`src/rtl/eth_tx_framer.sv`:
```
// Ethernet TX framer: FWFT FIFO bytes -> preamble, SFD, payload, IFG.
// Define ETH_TX_PAD_EN to zero-pad short frames up to 60 bytes.
module eth_tx_framer #(
  parameter int DATA_WIDTH   = 8,
  parameter int PREAMBLE_LEN = 7,
  parameter int IFG_CYCLES   = 12
) (
  input  logic                  clk,
  input  logic                  rst_n,
  output logic                  r_en,
  input  logic [DATA_WIDTH:0]   r_data,
  input  logic                  r_empty,
  output logic [DATA_WIDTH-1:0] tx_data,
  output logic                  tx_en,
  output logic                  tx_er,
  output logic [15:0]           frame_cnt,
  output logic [15:0]           underrun_cnt,
  output logic                  busy
);

  localparam logic [2:0] S_IDLE = 3'd0;
  localparam logic [2:0] S_PRE  = 3'd1;
  localparam logic [2:0] S_SFD  = 3'd2;
  localparam logic [2:0] S_DATA = 3'd3;
  localparam logic [2:0] S_PAD  = 3'd4;
  localparam logic [2:0] S_DISC = 3'd5;
  localparam logic [2:0] S_IFG  = 3'd6;

  localparam logic [15:0] PRE_LEN  = 16'(PREAMBLE_LEN);
  localparam logic [15:0] IFG_LAST = 16'(IFG_CYCLES - 1);

  localparam logic [DATA_WIDTH-1:0] PRE_BYTE =
    DATA_WIDTH'(8'h55);
  localparam logic [DATA_WIDTH-1:0] SFD_BYTE =
    DATA_WIDTH'(8'hD5);

`ifdef ETH_TX_PAD_EN
  localparam logic [10:0] MIN_LEN = 11'd60;
`endif

  logic [2:0]            state_q, state_d;
  logic [15:0]           aux_q, aux_d;
  logic [10:0]           bcnt_q, bcnt_d;
  logic [10:0]           bcnt_inc;
  logic [15:0]           frame_q, frame_d;
  logic [15:0]           frame_inc;
  logic [15:0]           under_q, under_d;
  logic [15:0]           under_inc;
  logic [DATA_WIDTH-1:0] tx_data_q, tx_data_d;
  logic                  tx_en_q, tx_en_d;
  logic                  tx_er_q, tx_er_d;
  logic                  pop;
  logic                  last;

  assign last = r_data[DATA_WIDTH];

  assign bcnt_inc =
    (bcnt_q == 11'h7FF) ? bcnt_q : bcnt_q + 11'd1;
  assign frame_inc =
    (frame_q == 16'hFFFF) ? frame_q : frame_q + 16'd1;
  assign under_inc =
    (under_q == 16'hFFFF) ? under_q : under_q + 16'd1;

  // Each state computes the byte that goes on the line at its edge.
  always_comb begin
    state_d   = state_q;
    aux_d     = aux_q;
    bcnt_d    = bcnt_q;
    frame_d   = frame_q;
    under_d   = under_q;
    tx_data_d = '0;
    tx_en_d   = 1'b0;
    tx_er_d   = 1'b0;
    pop       = 1'b0;
    unique case (state_q)
      S_IDLE: begin
        if (!r_empty) begin
          tx_en_d   = 1'b1;
          tx_data_d = PRE_BYTE;
          aux_d     = 16'd1;
          bcnt_d    = '0;
          state_d   = (PRE_LEN <= 16'd1) ? S_SFD : S_PRE;
        end
      end
      S_PRE: begin
        tx_en_d   = 1'b1;
        tx_data_d = PRE_BYTE;
        aux_d     = aux_q + 16'd1;
        if ((aux_q + 16'd1) == PRE_LEN) begin
          state_d = S_SFD;
        end
      end
      S_SFD: begin
        tx_en_d   = 1'b1;
        tx_data_d = SFD_BYTE;
        state_d   = S_DATA;
      end
      S_DATA: begin
        if (!r_empty) begin
          pop       = 1'b1;
          tx_en_d   = 1'b1;
          tx_data_d = r_data[DATA_WIDTH-1:0];
          bcnt_d    = bcnt_inc;
          if (last) begin
`ifdef ETH_TX_PAD_EN
            if (bcnt_inc < MIN_LEN) begin
              state_d = S_PAD;
            end else begin
              state_d = S_IFG;
              aux_d   = '0;
              frame_d = frame_inc;
            end
`else
            state_d = S_IFG;
            aux_d   = '0;
            frame_d = frame_inc;
`endif
          end
        end else begin
          // FIFO ran dry mid-frame: poison the frame on the line.
          tx_en_d = 1'b1;
          tx_er_d = 1'b1;
          under_d = under_inc;
          state_d = S_DISC;
        end
      end
      S_PAD: begin
`ifdef ETH_TX_PAD_EN
        tx_en_d = 1'b1;
        bcnt_d  = bcnt_inc;
        if (bcnt_inc >= MIN_LEN) begin
          state_d = S_IFG;
          aux_d   = '0;
          frame_d = frame_inc;
        end
`else
        state_d = S_IFG;
        aux_d   = '0;
`endif
      end
      S_DISC: begin
        if (!r_empty) begin
          pop = 1'b1;
          if (last) begin
            state_d = S_IFG;
            aux_d   = '0;
          end
        end
      end
      S_IFG: begin
        if (aux_q == IFG_LAST) begin
          state_d = S_IDLE;
        end else begin
          aux_d = aux_q + 16'd1;
        end
      end
      default: begin
        state_d = S_IDLE;
      end
    endcase
  end

  always_ff @(posedge clk) begin
    if (!rst_n) begin
      state_q   <= S_IDLE;
      aux_q     <= '0;
      bcnt_q    <= '0;
      frame_q   <= '0;
      under_q   <= '0;
      tx_data_q <= '0;
      tx_en_q   <= 1'b0;
      tx_er_q   <= 1'b0;
    end else begin
      state_q   <= state_d;
      aux_q     <= aux_d;
      bcnt_q    <= bcnt_d;
      frame_q   <= frame_d;
      under_q   <= under_d;
      tx_data_q <= tx_data_d;
      tx_en_q   <= tx_en_d;
      tx_er_q   <= tx_er_d;
    end
  end

  // Reset must never consume FIFO entries.
  assign r_en         = rst_n & pop;
  assign tx_data      = tx_data_q;
  assign tx_en        = tx_en_q;
  assign tx_er        = tx_er_q;
  assign frame_cnt    = frame_q;
  assign underrun_cnt = under_q;
  assign busy         = (state_q != S_IDLE);

endmodule

```
`config.mk`:
```
export PLATFORM = sky130hd
export DESIGN_NAME = eth_tx_framer
export DESIGN_NICKNAME = d
export VERILOG_FILES = /design/src/rtl/eth_tx_framer.sv
export SDC_FILE = /design/constraint.sdc
export NUM_CORES = 1
export LEC_CHECK = 0
export CORE_MARGIN = 3
export CORE_UTILIZATION = 53
export DETAILED_ROUTE_END_ITERATION = 12
export GPL_TIMING_DRIVEN = 0
export MAX_ROUTING_LAYER = met4
export PLACE_DENSITY = 0.8
export SETUP_SLACK_MARGIN = 0.3
export SYNTH_ARGS = -nofsm -noshare
export SYNTH_HDL_FRONTEND = slang
export SYNTH_SLANG_ARGS = --single-unit
```
`constraint.sdc`:
```
create_clock -name clk -period 2.4 [get_ports clk]
set_input_delay 0.24 -clock clk [delete_from_list [all_inputs] [get_ports clk]]
set_output_delay 0.24 -clock clk [all_outputs]
set_load 0.01 [all_outputs]
```
# --- Word level (Yosys, flattened, before mapping) ---
# Cells that the tools add are included.
word_totals:
  out_inout_bits: 44
  mem_bits_rw: 0
  latchBits: 0
  inputBits: 12
  register_bits: 61
  word_cells: 60
  mem_count: 0
  romBits: 0
classes:
  n_lt_le_gt_ge: 0
  eq_ne: 17
  muxes: 19
  multipliers: 0
  n_div: 0
  reduce_logical: 10
  shift: 0
  addsub: 3
  bitwise: 4
ops:
  columns: ["cell", "n"]
  rows:
  - ["$pmux W16 S5", 1]
  - ["$mux W16", 4]
  - ["$add A16 B1 Y16 const B", 3]
  - ["$eq A16 B16 Y1 const B", 2]
  - ["$pmux W8 S4", 1]
  - ["$pmux W3 S7", 1]
  - ["$mux W3", 6]
  - ["$eq A16 B3 Y1 const B", 1]
  - ["$eq A16 B4 Y1 const B", 1]
  - ["$ne A2 B2 Y1 const B", 6]
  - ["$eq A3 B3 Y1 const B", 3]
  - ["$mux W8", 1]
  - ["$reduce_and A4 Y1", 2]
  - ["$mux W7", 1]
  - ["$eq A3 B2 Y1 const B", 2]
  - ["$reduce_and A5 Y1", 1]
  - ["$reduce_bool A5 Y1", 1]
  - ["$eq A3 B1 Y1 const B", 1]
  - ["$logic_not A3 Y1", 1]
  - ["$mux W1", 3]
  - ["$not A1 Y1", 3]
  - ["$reduce_and A3 Y1", 1]
  - ["$reduce_bool A3 Y1", 1]
  - ["$reduce_or A3 Y1", 1]
  - ["5 further kinds", 5]

# --- Longest topological paths before layout ---
depth:
  depth_word: 4
  ltp_mapped: 9
  ltp_nobuf: 7

# --- Least setup slack after synthesis ---
# Ideal clock, no wire load.
synth_path:
  path_type: "register to register"
  startpoint: "register frame_q[0], in the netlist frame_cnt[0]"
  endpoint: "register frame_q[4], in the netlist frame_cnt[4]"
  stages_incl_launch_ff: 10
  setup_ns: 0.128
  period_less_slack_ns: 2.060
  arrival_time_ns: 1.932
  path_buffers: 2
  slack_ns: 0.340
  path_cell_list: "dfxtp_1 ha_1 nand3_1 or4_1 buf_2 and2_4 buf_6 and4_4 xnor2_1 nor2_1"
synth_via:
  elab_chain_cells: 3
synth_lines:
  columns: ["element", "line", "source"]
  rows:
  - ["start, declared", "45", "logic [15:0] frame_q, frame_d;"]
  - ["start signal, assigned", "177", "frame_q <= frame_d;"]
  - ["branches (longest 3 deep; another with $add A16 B1 Y16)", null, null]
# Parallel ways; which one is timed is not known.
# A chain may end at the register's enable or synchronous reset.

# --- Worst setup path in the final report ---
layout_path:
  startpoint: "register aux_q[10]"
  endpoint: "register aux_q[3]"
layout_via:
  elab_chain_cells: 3
layout_lines:
  columns: ["element", "line", "source"]
  rows:
  - ["start, declared", "42", "logic [15:0] aux_q, aux_d;"]
  - ["start signal, assigned", "175", "aux_q <= aux_d;"]
  - ["$eq A16 B4 Y1", "151", "if (aux_q == IFG_LAST) begin"]
  - ["$ne A2 B2 Y1 (no source line)", null, null]
  - ["$reduce_and A5 Y1 (no source line)", null, null]
# Every way passes these cells.

==> impl_metrics.env <==
export IMPL_first_pass_iters=7
export IMPL_yosysMostFrequentCell="dfxtp_1"
export IMPL_nets=490
export IMPL_ant_nets=0
export IMPL_power_mw=2.61
export IMPL_synth_common_cells="dfxtp_1 (61), nor2_1 (50), o21ai_0 (29), nand2_1 (27), a21oi_1 (24)"
export IMPL_grt_pass1_vias=3057
export IMPL_cts_hold_buf=0
export IMPL_die_area_um2=7070
export IMPL_design_core_area_um2=5710
export IMPL_synth_area_leaders="dfxtp_1 (38%), nor2_1 (5.8%), o21ai_0 (4.5%)"
export IMPL_antenna_found_initial=0
export IMPL_avgRoutedWirePerCell_um=16.1
export IMPL_hold_slack_ps=352
export IMPL_num_rows=27
export IMPL_relSlewSlack=0.537
export IMPL_syn_area_per_cell_um2=8.06
export IMPL_min_period_ps=2130
export IMPL_leakage_nw=1.52
export IMPL_syn_to_final_growth_pct=33.2
export IMPL_synth_edf_count=0
export IMPL_ir_worst_vdd_mv=0.422
export IMPL_design_area_um2=4300
export IMPL_synth_main_ff_cell="dfxtp_1"
export IMPL_synthArstFlopShare=0
export IMPL_p_per_area_nw_per_um2=607
export IMPL_dr_total_vias=3321
export IMPL_grt_max_degree=11
export IMPL_drtIter0Drc=305
export IMPL_synth_seq_area_share=0.378
export IMPL_syn_inst=401
export IMPL_outcome="finished clean"
export IMPL_hold_violations=0
export IMPL_fill_cells=433
export IMPL_fmax_mhz=469
export IMPL_reg2regPathDepth=8
export IMPL_cts_buffers=9
export IMPL_insertion_delay_ps=350
export IMPL_cts_buffer_depth=2
export IMPL_max_stage_delay_ps=370
export IMPL_cts_root_buf="clkbuf_8"
export IMPL_crit_top_cell="buf_2"
export IMPL_rsz0062_at_grt="yes"
export IMPL_wl_um=8860
export IMPL_antenna_cells=0
export IMPL_worstPathCellList="buf_2, nor4_1, and4_4, nor2_1, a211oi_4, buf_2, o21ai_0, a21oi_1"
export IMPL_ys_ff_latch=61
export IMPL_cp_slowest_cell="nor4_1"
export IMPL_syn_cell_area_um2=3230
export IMPL_slew_viol_final=0
export IMPL_portBuffers=54
export IMPL_placedInstanceArea_um2=3860
export IMPL_drc=0
export IMPL_synth_top_cell_area_share=0.378
export IMPL_cp_required_ps=2660
export IMPL_syn_nets=417
export IMPL_worstPathMaxFanout=10
export IMPL_drive_above_1_share=0.171
export IMPL_critPathBufInv=2
export IMPL_cp_top_family="simple AND/OR/NAND/NOR gates"
export IMPL_finalSetupViolCount=0
export IMPL_grt_pass1_wl_um=14200
export IMPL_holdPathStages=2
export IMPL_ys_warn_count=0
export IMPL_hold_path_class="input port to register"
export IMPL_period_share=0.888
export IMPL_start_util=0.566
export IMPL_die_h_um=84.1
export IMPL_path_depth=8
export IMPL_arrival_ps=2400
export IMPL_hpwl_um=5740
export IMPL_synth_top_area_cell="dfxtp_1"
export IMPL_worst_slew_pin_slew_ps=694
export IMPL_ios=56
export IMPL_globalRouteOverflowTotal=0
export IMPL_path_class="register to register"
export IMPL_crit_path_start_kind="register"
export IMPL_synth_distinct_cells=59
export IMPL_h_tree_depth=3
export IMPL_postLayoutCoreUtil=0.754
export IMPL_gp_congestion=0.882
export IMPL_die_w_um=84.1
export IMPL_critPathCaptureType="register"
export IMPL_grt_total_usage=0.249
export IMPL_fin_skew_ps=9.84
export IMPL_cts_sinks=61
export IMPL_cts_tree="yes"
export IMPL_cap_violations=0
export IMPL_viasPerCell=6.03
export IMPL_path_clk_slew_ps=70
[cell usage in the layout (no fill, tap or decap), drive strengths merged, types with 4 or more instances in the layout]
cell           Yosys  layout
clkbuf            11      23
xnor2             11      11
nand4             18      18
dfxtp             61      61
nand2b             8       8
ha                 4       4
xor2              16      16
inv               11      11
nand3             17      17
and4               5       5
a21oi             24      24
mux2i              4       4
or3               15      15
and3               7       7
and2               9       9
clkdlybuf4s50      0      53
nor3              12      12
o21ai             30      30
nor4               6       6
a31oi             10      10
nor2              50      50
buf               13      21
nand2             27      27
[registers in the layout, indices dropped and copies added, names as in the netlist]
register      count
frame_cnt        16
tx_er             1
tx_en             1
state_q           3
underrun_cnt     16
tx_data           8
aux_q            16
[metrics by stage]
| stage | worst slack, ps | std cells | TNS [ps] |
|---|---|---|---|
| final | 269 | 551 | 0 |
| after global routing | 107 | 551 | 0 |
| after CTS | 300 | 544 | 0 |
| after detailed placement | -56.4 | 527 | -290 |
| after global placement | -14.1 | 527 | -14.1 |
| after floorplan | 340 | 401 | 0 |
[power by group]
group	leakage (nW)	total, mW	internal [mW]	switching [mW]
registers	0.502	1.07	1.05	0.0263
logic	0.920	0.530	0.230	0.300
clock network	0.101	1.01	0.585	0.425
[cell families after synthesis]
family,share of synthesized area
xor+xnor,0.0732
flops,0.378
fa+ha+maj,0.0155
simple gates,0.324
buf+inv,0.0480
compound gates,0.149
mux,0.0124
[worst register-to-register path, cell delays in order, from the launching register on]
cell and delay (ps):
dfxtp_1 300, buf_2 160, nor4_1 370, and4_4 310
nor2_1 90, a211oi_4 340, buf_2 250, o21ai_0 110
a21oi_1 130
[cell type report]
type                       count  area [um^2]  area share
clock buffer                  12          135      0.0314
tap                           72         90.1      0.0209
buffer                        24          141      0.0328
timing repair buffer          62          601       0.140
sequential                    61         1250       0.290
inverter                      11         41.3     0.00959
multi-input combinational    305         1980       0.459
clock inverter                 4         72.6      0.0169
[routing by layer]
layer / global-route usage / vias to the layer above / wire length, um
li1: - / 1577 / -
met1: 0.317 / 1523 / 3750
met2: 0.378 / 186 / 4100
met3: 0.0563 / 35 / 711
met4: 0.108 / 0 / 288
met5: - / - / 0
[path summary, 6_finish.rpt]
check,start,end,slack [ps]
setup / recovery,aux_q[10]$_SDFFE_PN0P_,aux_q[3]$_SDFFE_PN0P_,270
hold / removal,rst_n,aux_q[0]$_SDFFE_PN0P_,350
setup reg to reg,aux_q[10]$_SDFFE_PN0P_,aux_q[3]$_SDFFE_PN0P_,270
hold reg to reg,aux_q[1]$_SDFFE_PN0P_,aux_q[1]$_SDFFE_PN0P_,510
[timing repair]
item	4_1_cts	5_1_grt
gates cloned	0	1
endpoints found under the setup margin	23	28
buffers inserted	1	6
gates resized for setup	21	33
pin swaps	1	6
Power figures use the tool's default switching activity.
